--- src/rtl/matvec_engine.sv ---
// matvec_engine: matrix-vector multiply engine.
//   Fetches B (word at base_addr) and NUM_ROWS rows of A (words at base_addr+1+r)
//   over an Avalon-MM-style read master, then computes C[r] = sum_k A[r][k]*B[k]
//   with NUM_ROWS parallel MAC lanes, one column per cycle.
// Ports:
//   clk, rst_n              clock, asynchronous active-low reset
//   start, accumulate       run request; accumulate=1 keeps previous results
//   base_addr               word address of B
//   mem_address, mem_read   read master request (held stable under waitrequest)
//   mem_readdata            one row/vector word, element 0 in the MSBs
//   mem_readdatavalid       read data strobe
//   mem_waitrequest         slave stall
//   busy, done, state_out   status (state_out: IDLE=0 REQ=1 WAIT_DATA=2 CALC=3 DONE=4)
//   res_sel, res_data       combinational result readout, 0 for out-of-range rows
//   ovf                     per-row sticky overflow flags
// Optional build macro: MATVEC_SATURATE_EN (saturating accumulators + ovf flags;
// when undefined accumulators wrap and ovf is tied to 0).
module matvec_engine #(
    parameter int DATA_WIDTH = 8,
    parameter int NUM_ROWS   = 8,
    parameter int NUM_COLS   = 8,
    parameter int ACC_WIDTH  = 24
) (
    input  logic                           clk,
    input  logic                           rst_n,
    input  logic                           start,
    input  logic                           accumulate,
    input  logic [31:0]                    base_addr,
    output logic [31:0]                    mem_address,
    output logic                           mem_read,
    input  logic [NUM_COLS*DATA_WIDTH-1:0] mem_readdata,
    input  logic                           mem_readdatavalid,
    input  logic                           mem_waitrequest,
    output logic                           busy,
    output logic                           done,
    output logic [2:0]                     state_out,
    input  logic [$clog2(NUM_ROWS)-1:0]    res_sel,
    output logic [ACC_WIDTH-1:0]           res_data,
    output logic [NUM_ROWS-1:0]            ovf
);

    localparam int IW = $clog2(NUM_ROWS + 1);
    localparam int KW = (NUM_COLS > 1) ? $clog2(NUM_COLS) : 1;

    typedef enum logic [2:0] {
        IDLE      = 3'd0,
        REQ       = 3'd1,
        WAIT_DATA = 3'd2,
        CALC      = 3'd3,
        DONE      = 3'd4
    } state_t;

    state_t                state;
    logic [31:0]           base;
    logic [IW-1:0]         idx;
    logic [KW-1:0]         k;
    logic [DATA_WIDTH-1:0] b_elem [NUM_COLS];
    logic [DATA_WIDTH-1:0] a_elem [NUM_ROWS][NUM_COLS];
    logic [ACC_WIDTH-1:0]  acc      [NUM_ROWS];
    logic [ACC_WIDTH-1:0]  acc_next [NUM_ROWS];

    assign state_out = state;
    assign busy      = (state != IDLE);
    assign done      = (state == DONE);

    // One MAC step per lane for the current column k.
`ifdef MATVEC_SATURATE_EN
    logic [NUM_ROWS-1:0] ovf_q;
    logic [NUM_ROWS-1:0] ovf_next;
    assign ovf = ovf_q;

    always_comb begin
        logic [2*DATA_WIDTH-1:0] prod;
        logic [ACC_WIDTH:0]      sum;
        prod     = '0;
        sum      = '0;
        ovf_next = '0;
        for (int unsigned r = 0; r < NUM_ROWS; r++) begin
            prod        = a_elem[r][k] * b_elem[k];
            sum         = {1'b0, acc[r]} + (ACC_WIDTH + 1)'(prod);
            ovf_next[r] = sum[ACC_WIDTH];
            acc_next[r] = sum[ACC_WIDTH] ? '1 : sum[ACC_WIDTH-1:0];
        end
    end
`else
    assign ovf = '0;

    always_comb begin
        logic [2*DATA_WIDTH-1:0] prod;
        prod = '0;
        for (int unsigned r = 0; r < NUM_ROWS; r++) begin
            prod        = a_elem[r][k] * b_elem[k];
            acc_next[r] = acc[r] + ACC_WIDTH'(prod);
        end
    end
`endif

    always_ff @(posedge clk or negedge rst_n) begin
        if (!rst_n) begin
            state       <= IDLE;
            base        <= '0;
            idx         <= '0;
            k           <= '0;
            mem_address <= '0;
            mem_read    <= 1'b0;
            for (int unsigned r = 0; r < NUM_ROWS; r++) acc[r] <= '0;
`ifdef MATVEC_SATURATE_EN
            ovf_q       <= '0;
`endif
        end else begin
            case (state)
                IDLE: begin
                    if (start) begin
                        base        <= base_addr;
                        idx         <= '0;
                        mem_address <= base_addr;
                        mem_read    <= 1'b1;
                        if (!accumulate) begin
                            for (int unsigned r = 0; r < NUM_ROWS; r++) acc[r] <= '0;
`ifdef MATVEC_SATURATE_EN
                            ovf_q <= '0;
`endif
                        end
                        state <= REQ;
                    end
                end
                REQ: begin
                    if (!mem_waitrequest) begin
                        mem_read <= 1'b0;
                        state    <= WAIT_DATA;
                    end
                end
                WAIT_DATA: begin
                    if (mem_readdatavalid) begin
                        idx <= idx + 1'b1;
                        if (idx == IW'(NUM_ROWS)) begin
                            k     <= '0;
                            state <= CALC;
                        end else begin
                            mem_address <= base + 32'(idx) + 32'd1;
                            mem_read    <= 1'b1;
                            state       <= REQ;
                        end
                    end
                end
                CALC: begin
                    for (int unsigned r = 0; r < NUM_ROWS; r++) acc[r] <= acc_next[r];
`ifdef MATVEC_SATURATE_EN
                    ovf_q <= ovf_q | ovf_next;
`endif
                    k <= k + 1'b1;
                    if (k == KW'(NUM_COLS - 1)) state <= DONE;
                end
                DONE:    state <= IDLE;
                default: state <= IDLE;
            endcase
        end
    end

    // Operand storage needs no reset: it is always written before CALC reads it.
    always_ff @(posedge clk) begin
        if (state == WAIT_DATA && mem_readdatavalid) begin
            for (int unsigned c = 0; c < NUM_COLS; c++) begin
                if (idx == '0)
                    b_elem[c] <= mem_readdata[(NUM_COLS-1-c)*DATA_WIDTH +: DATA_WIDTH];
                for (int unsigned r = 0; r < NUM_ROWS; r++) begin
                    if (idx == IW'(r + 1))
                        a_elem[r][c] <= mem_readdata[(NUM_COLS-1-c)*DATA_WIDTH +: DATA_WIDTH];
                end
            end
        end
    end

    always_comb begin
        res_data = '0;
        if (32'(res_sel) < 32'(NUM_ROWS)) res_data = acc[res_sel];
    end

endmodule

--- config.mk ---
export PLATFORM = sky130hd
export DESIGN_NAME = matvec_engine
export DESIGN_NICKNAME = d
export VERILOG_FILES = /design/src/rtl/matvec_engine.sv
export SDC_FILE = /design/constraint.sdc
export NUM_CORES = 2
export LEC_CHECK = 0
export BUFFER_PORTS_ARGS = -buffer_cell sky130_fd_sc_hd__buf_2
export CORE_MARGIN = 10
export CORE_UTILIZATION = 25
export DETAILED_ROUTE_END_ITERATION = 10
export PLACE_DENSITY = 0.42
export SETUP_SLACK_MARGIN = 0.3
export SLEW_MARGIN = 10
export SYNTH_ARGS = -nofsm -noshare
export SYNTH_HDL_FRONTEND = slang
export SYNTH_SLANG_ARGS = --single-unit
export TNS_END_PERCENT = 1
--- constraint.sdc ---
create_clock -name clk -period 17 [get_ports clk]
set_clock_uncertainty 0.1 [all_clocks]
set_input_delay 3.4 -clock clk [delete_from_list [all_inputs] [get_ports clk]]
set_output_delay 3.4 -clock clk [all_outputs]
set_load 0.05 [all_outputs]
======== After elaboration in Yosys (flattened, before gate mapping) ========
Memories as Yosys holds them, arrays and structs flattened.
Cells that the tools add are included.
word-level totals
  memory bits (read-only) ................. 0
  memories kept ........................... 2
  flip-flop bits (word level) ............. 267
  RAM bits ................................ 576
  output and inout port bits .............. 70
  bits in latches ......................... 0
operators by class
  eq/ne operators ......................... 20
  $mul .................................... 8
  muxes and demuxes ....................... 99
  reductions and logical operators ........ 22
  order comparisons ....................... 2
  bitwise gates (word level) .............. 2
  $add $sub $neg .......................... 12
  shift-type cells ........................ 0
  divide/modulo/power cells ............... 0
memory list
  name    depth  width  read ports  clocked after memory_dff  wr ports  RTL line  source
  a_elem  8      64     8           0                         1         58        logic [DATA_WIDTH-1:0] a_elem [NUM_ROWS][NUM_COLS];
  b_elem  8      8      1           0                         8         57        logic [DATA_WIDTH-1:0] b_elem [NUM_COLS];
operators by type and width
  kind                   number
  $mux 64                7
  $reduce_or 64->1       7
  $mux 192               2
  $pmux 192 s2           1
  $add 24x16->24         8
  $bmux 8 s3             8
  $mul 8x8->16           8
  $mux 8                 16
  $mux 32                3
  $bmux 24 s3            1
  $pmux 32 s2            1
  $mux 24                2
  $mux 3                 13
  $mux 1                 38
  $add 32x1->32 const B  1
  $add 32x4->32          1
  $eq 4x3->1 const B     4
  $ne 2x2->1 const B     7
  $pmux 3 s4             1
  $reduce_and 3->1       3
  $eq 4x2->1 const B     2
  $ge 4x4->1 const B     2
  $mux 4                 2
  $not 3->4              2
  19 further kinds       25

======== Logic depth before layout (Yosys ltp) ========
  depth after elaboration ................. 12
  mapped depth ............................ 25

======== Worst setup path before layout ========
OpenSTA, ideal clock, no wires.
  path kind ............................... in2out
  from .................................... input port res_sel[0]
  to ...................................... output port res_data[1]
  path slack .............................. 7,631 ps
  stages on the path ...................... 4
  data required time ...................... 13,500 ps
  buffers on the path ..................... 2
  arrival time ............................ 5,869 ps
  cells stage by stage .................... buf_1 > buf_2 > mux4_2 > o21ai_0
on the way
  word-level cells in the longest chain between the ends .. 4
ends and longest elaborated chain
  element                                     RTL line  source
  from (decl)                                 37        input logic [$clog2(NUM_ROWS)-1:0] res_sel,
  $not 3->4 (implied by the code)             176       if (32'(res_sel) < 32'(NUM_ROWS)) res_data = acc[res_sel];
  $bmux 24 s3                                 176
  $mux 24 (implied by the code) (2 in a row)  176
  to (decl)                                   38        output logic [ACC_WIDTH-1:0] res_data,
No other way between the ends. The select of a mux whose other input is x is not followed.

======== Worst setup path in the final report ========
  from .................................... input port res_sel[1]
  to ...................................... output port res_data[1]
The elaborated chain is that of the path after synthesis.

==> impl_metrics.tcl <==
set metrics [dict create \
    grt_pass1_vias 36600 \
    nNetsFinal 5680 \
    maxSlewHeadroom_pct 26.2 \
    rows 172 \
    critical_path_class "input pin to primary output" \
    core-area_mm2 0.220 \
    netlist_top_cells_area "edfxtp_1 (31%), fa_1 (14%), dfrtp_1 (12%)" \
    portBuffers 166 \
    dieArea_mm2 0.241 \
    post-synth-top-count-cell "inv_1" \
    cp.depth 5 \
    synth_cell_types 81 \
    tns_ps 0 \
    status "complete, no violations" \
    areaGrowthSynthToFinish_pct 14.3 \
    r2r_start "k[0]$_DFFE_PN0P_" \
    clk_latency_ps 760 \
    hpwl_um 123000 \
    ctsHoldBuffers 0 \
    path_clk_slew_ps 60 \
    cts_buffers 101 \
    critPathTopFamily "buffers and inverters" \
    timing.rr.end "acc[90]$_DFFE_PN0P_" \
    synth_common_cells "inv_1 (804), edfxtp_1 (576), fa_1 (401)" \
    antenna_found_initial 35 \
    cts_buffer_depth 3 \
    max_stage_delay_ps 730 \
    grt_usage_pct 13.9 \
    synth_cells 4667 \
    cts-resized-gates 0 \
    yosys.area.top_type_share_pct 31.2 \
    layout-drive-gt1-share_pct 15.7 \
    grt_max_degree 132 \
    place.gp.congestion 0.790 \
    cp.arrival_ps 5960 \
    r2r_cells 20 \
    drc 0 \
    root_buffer "clkbuf_16" \
    yosys_warnings 0 \
    die_h_um 491 \
    grt_overflow 0 \
    grt_pass1_wl_um 253000 \
    vias_per_cell 4.49 \
    critPathBufInv 3 \
    die_w_um 491 \
    layout_min_cycle_time_ps 9460 \
    async_reset_ff_share_pct 31.7 \
    endpoint "res_data[1]" \
    drv_cap 0 \
    drt_first_pass_iters 6 \
    crit_required_ps 13500 \
    rsz0062_at_grt "false" \
    cts.sinks 843 \
    cp_common_cell "buf_2" \
    path_cells "buf_2 > buf_4 > mux4_2 > o21ai_0 > buf_2" \
    yosysSeqAreaShare_pct 43.3 \
    yosys_most_used_dff "edfxtp_1" \
    drt_wl_total_um 171000 \
    ant_nets 0 \
    start_util_pct 25.2 \
    cp-start-kind "input pin" \
    cts_setup_buffers 0 \
    holdCritPathClass "register to register" \
    wl_per_cell_um 21.7 \
    dr.first_iter.drc_count 2271 \
    avgSynthCellArea_um2 11.9 \
    finalSetupViolations 0 \
    syn_area_mm2 0.0554 \
    cp-startpoint "res_sel[1]" \
    ys_ff_latch 843 \
    tritoncts "done" \
    fillers 22800 \
    fin_crit_sh_pct 55.6 \
    yosysTopAreaCell "edfxtp_1" \
    crit_slowest_cell "o21ai_0" \
    synth-edff-count 576 \
    boundaryPins 175 \
    critPathCaptureType "primary output" \
    worst_pin_slew_ps 1090 \
    worstPathMaxFanout 26 \
    slew_violations 0 \
    htreeDepth 3 \
    hold_viol 0 \
    fmax_mhz 106 \
    r2r_slack_ps 8420 \
    dr_total_vias 35400 \
]
[worst min-delay path: stages, from the launching register on]
cell	delay, ps
dfrtp_1	340
nand2_1	40
o21ai_0	60
[kinds of logic after synthesis]
group	count (synthesis)	synth area share, %
buffers and inverters	987	6.86
muxes	329	10.4
and+or+nand+nor	1037	8.50
other	1	0.00677
adders and majority gates	739	22.1
xor gates and xnor gates	126	1.99
DFF	843	43.3
AOI/OAI and AO/OA	605	6.78
[cell usage in the layout, fill, tap and decap left out, types with 39 or more instances in the layout]
cell type,instances
nor2_1,368
mux2_2,72
inv_1,804
o22ai_1,57
mux2i_1,40
nor2b_1,41
or2_2,65
a21o_1,49
buf_2,164
nand3_1,48
edfxtp_1,576
nand2_1,330
ha_1,338
buf_4,74
mux4_2,192
nand2b_1,39
xor2_1,73
a21oi_1,114
clkbuf_16,102
o21ai_0,216
fa_1,401
dfrtp_1,264
xnor2_1,53
[through the flow]
step / utilization [%] / hold slack (ps) / cell area, um2 / cells / setup slack (ps)
3_5_place_dp: 27.3 / 369 / 60000 / 7691 / 7340
2_1_floorplan: - / 362 / 55400 / 4674 / 7630
4_1_cts: 28.8 / 382 / 63300 / 7879 / 7330
3_3_place_gp: 27.3 / 368 / 60000 / 7691 / 7370
6_report: 28.8 / 376 / 63300 / 7893 / 7540
5_1_grt: 28.8 / 395 / 63300 / 7886 / 7350
[how the worst min path moves through the flow]
stage                     slack (ps)                        start                     endpoint  depth (start not counted)
after floorplan                  360          acc[69]$_DFFE_PN0P_          acc[69]$_DFFE_PN0P_                          1
after global placement           370   mem_address[2]$_DFFE_PN0P_   mem_address[2]$_DFFE_PN0P_                          2
after detailed placement         370  mem_address[20]$_DFFE_PN0P_  mem_address[20]$_DFFE_PN0P_                          2
after CTS                        380  mem_address[20]$_DFFE_PN0P_  mem_address[20]$_DFFE_PN0P_                          2
after global routing             390   mem_address[2]$_DFFE_PN0P_   mem_address[2]$_DFFE_PN0P_                          2
final                            380  mem_address[20]$_DFFE_PN0P_  mem_address[20]$_DFFE_PN0P_                          2
[registers in the layout, summed over array words and instances, names as in the netlist]
register	cells
idx	4
a_elem	512
acc	192
mem_address	32
base	32
b_elem	64
mem_read	1
k	3
state_out	3
[final cells by class]
class	instances	area, um2	area share [%]
antenna	14	35.0	0.0553
multi-input combinational	2844	27800	44.0
sequential	843	24000	37.9
inverter	804	3020	4.77
tap	2958	3700	5.84
clock buffer	139	2720	4.30
timing repair buffer	242	1450	2.29
clock inverter	49	574	0.907
[per-layer routing]
metal  track usage, %  part of all wire [%]  vias to the layer above
li1                 -                     -                    16300
met1             20.0                    48                    18100
met2             21.7                    45                      786
met3             2.68                   5.5                      206
met4             3.07                   2.2                       26
met5                0                 0.099                        -
Power is left out: the tool's default activity adds up to more than one toggle a clock period on the data nets, which glitch-free logic cannot reach.
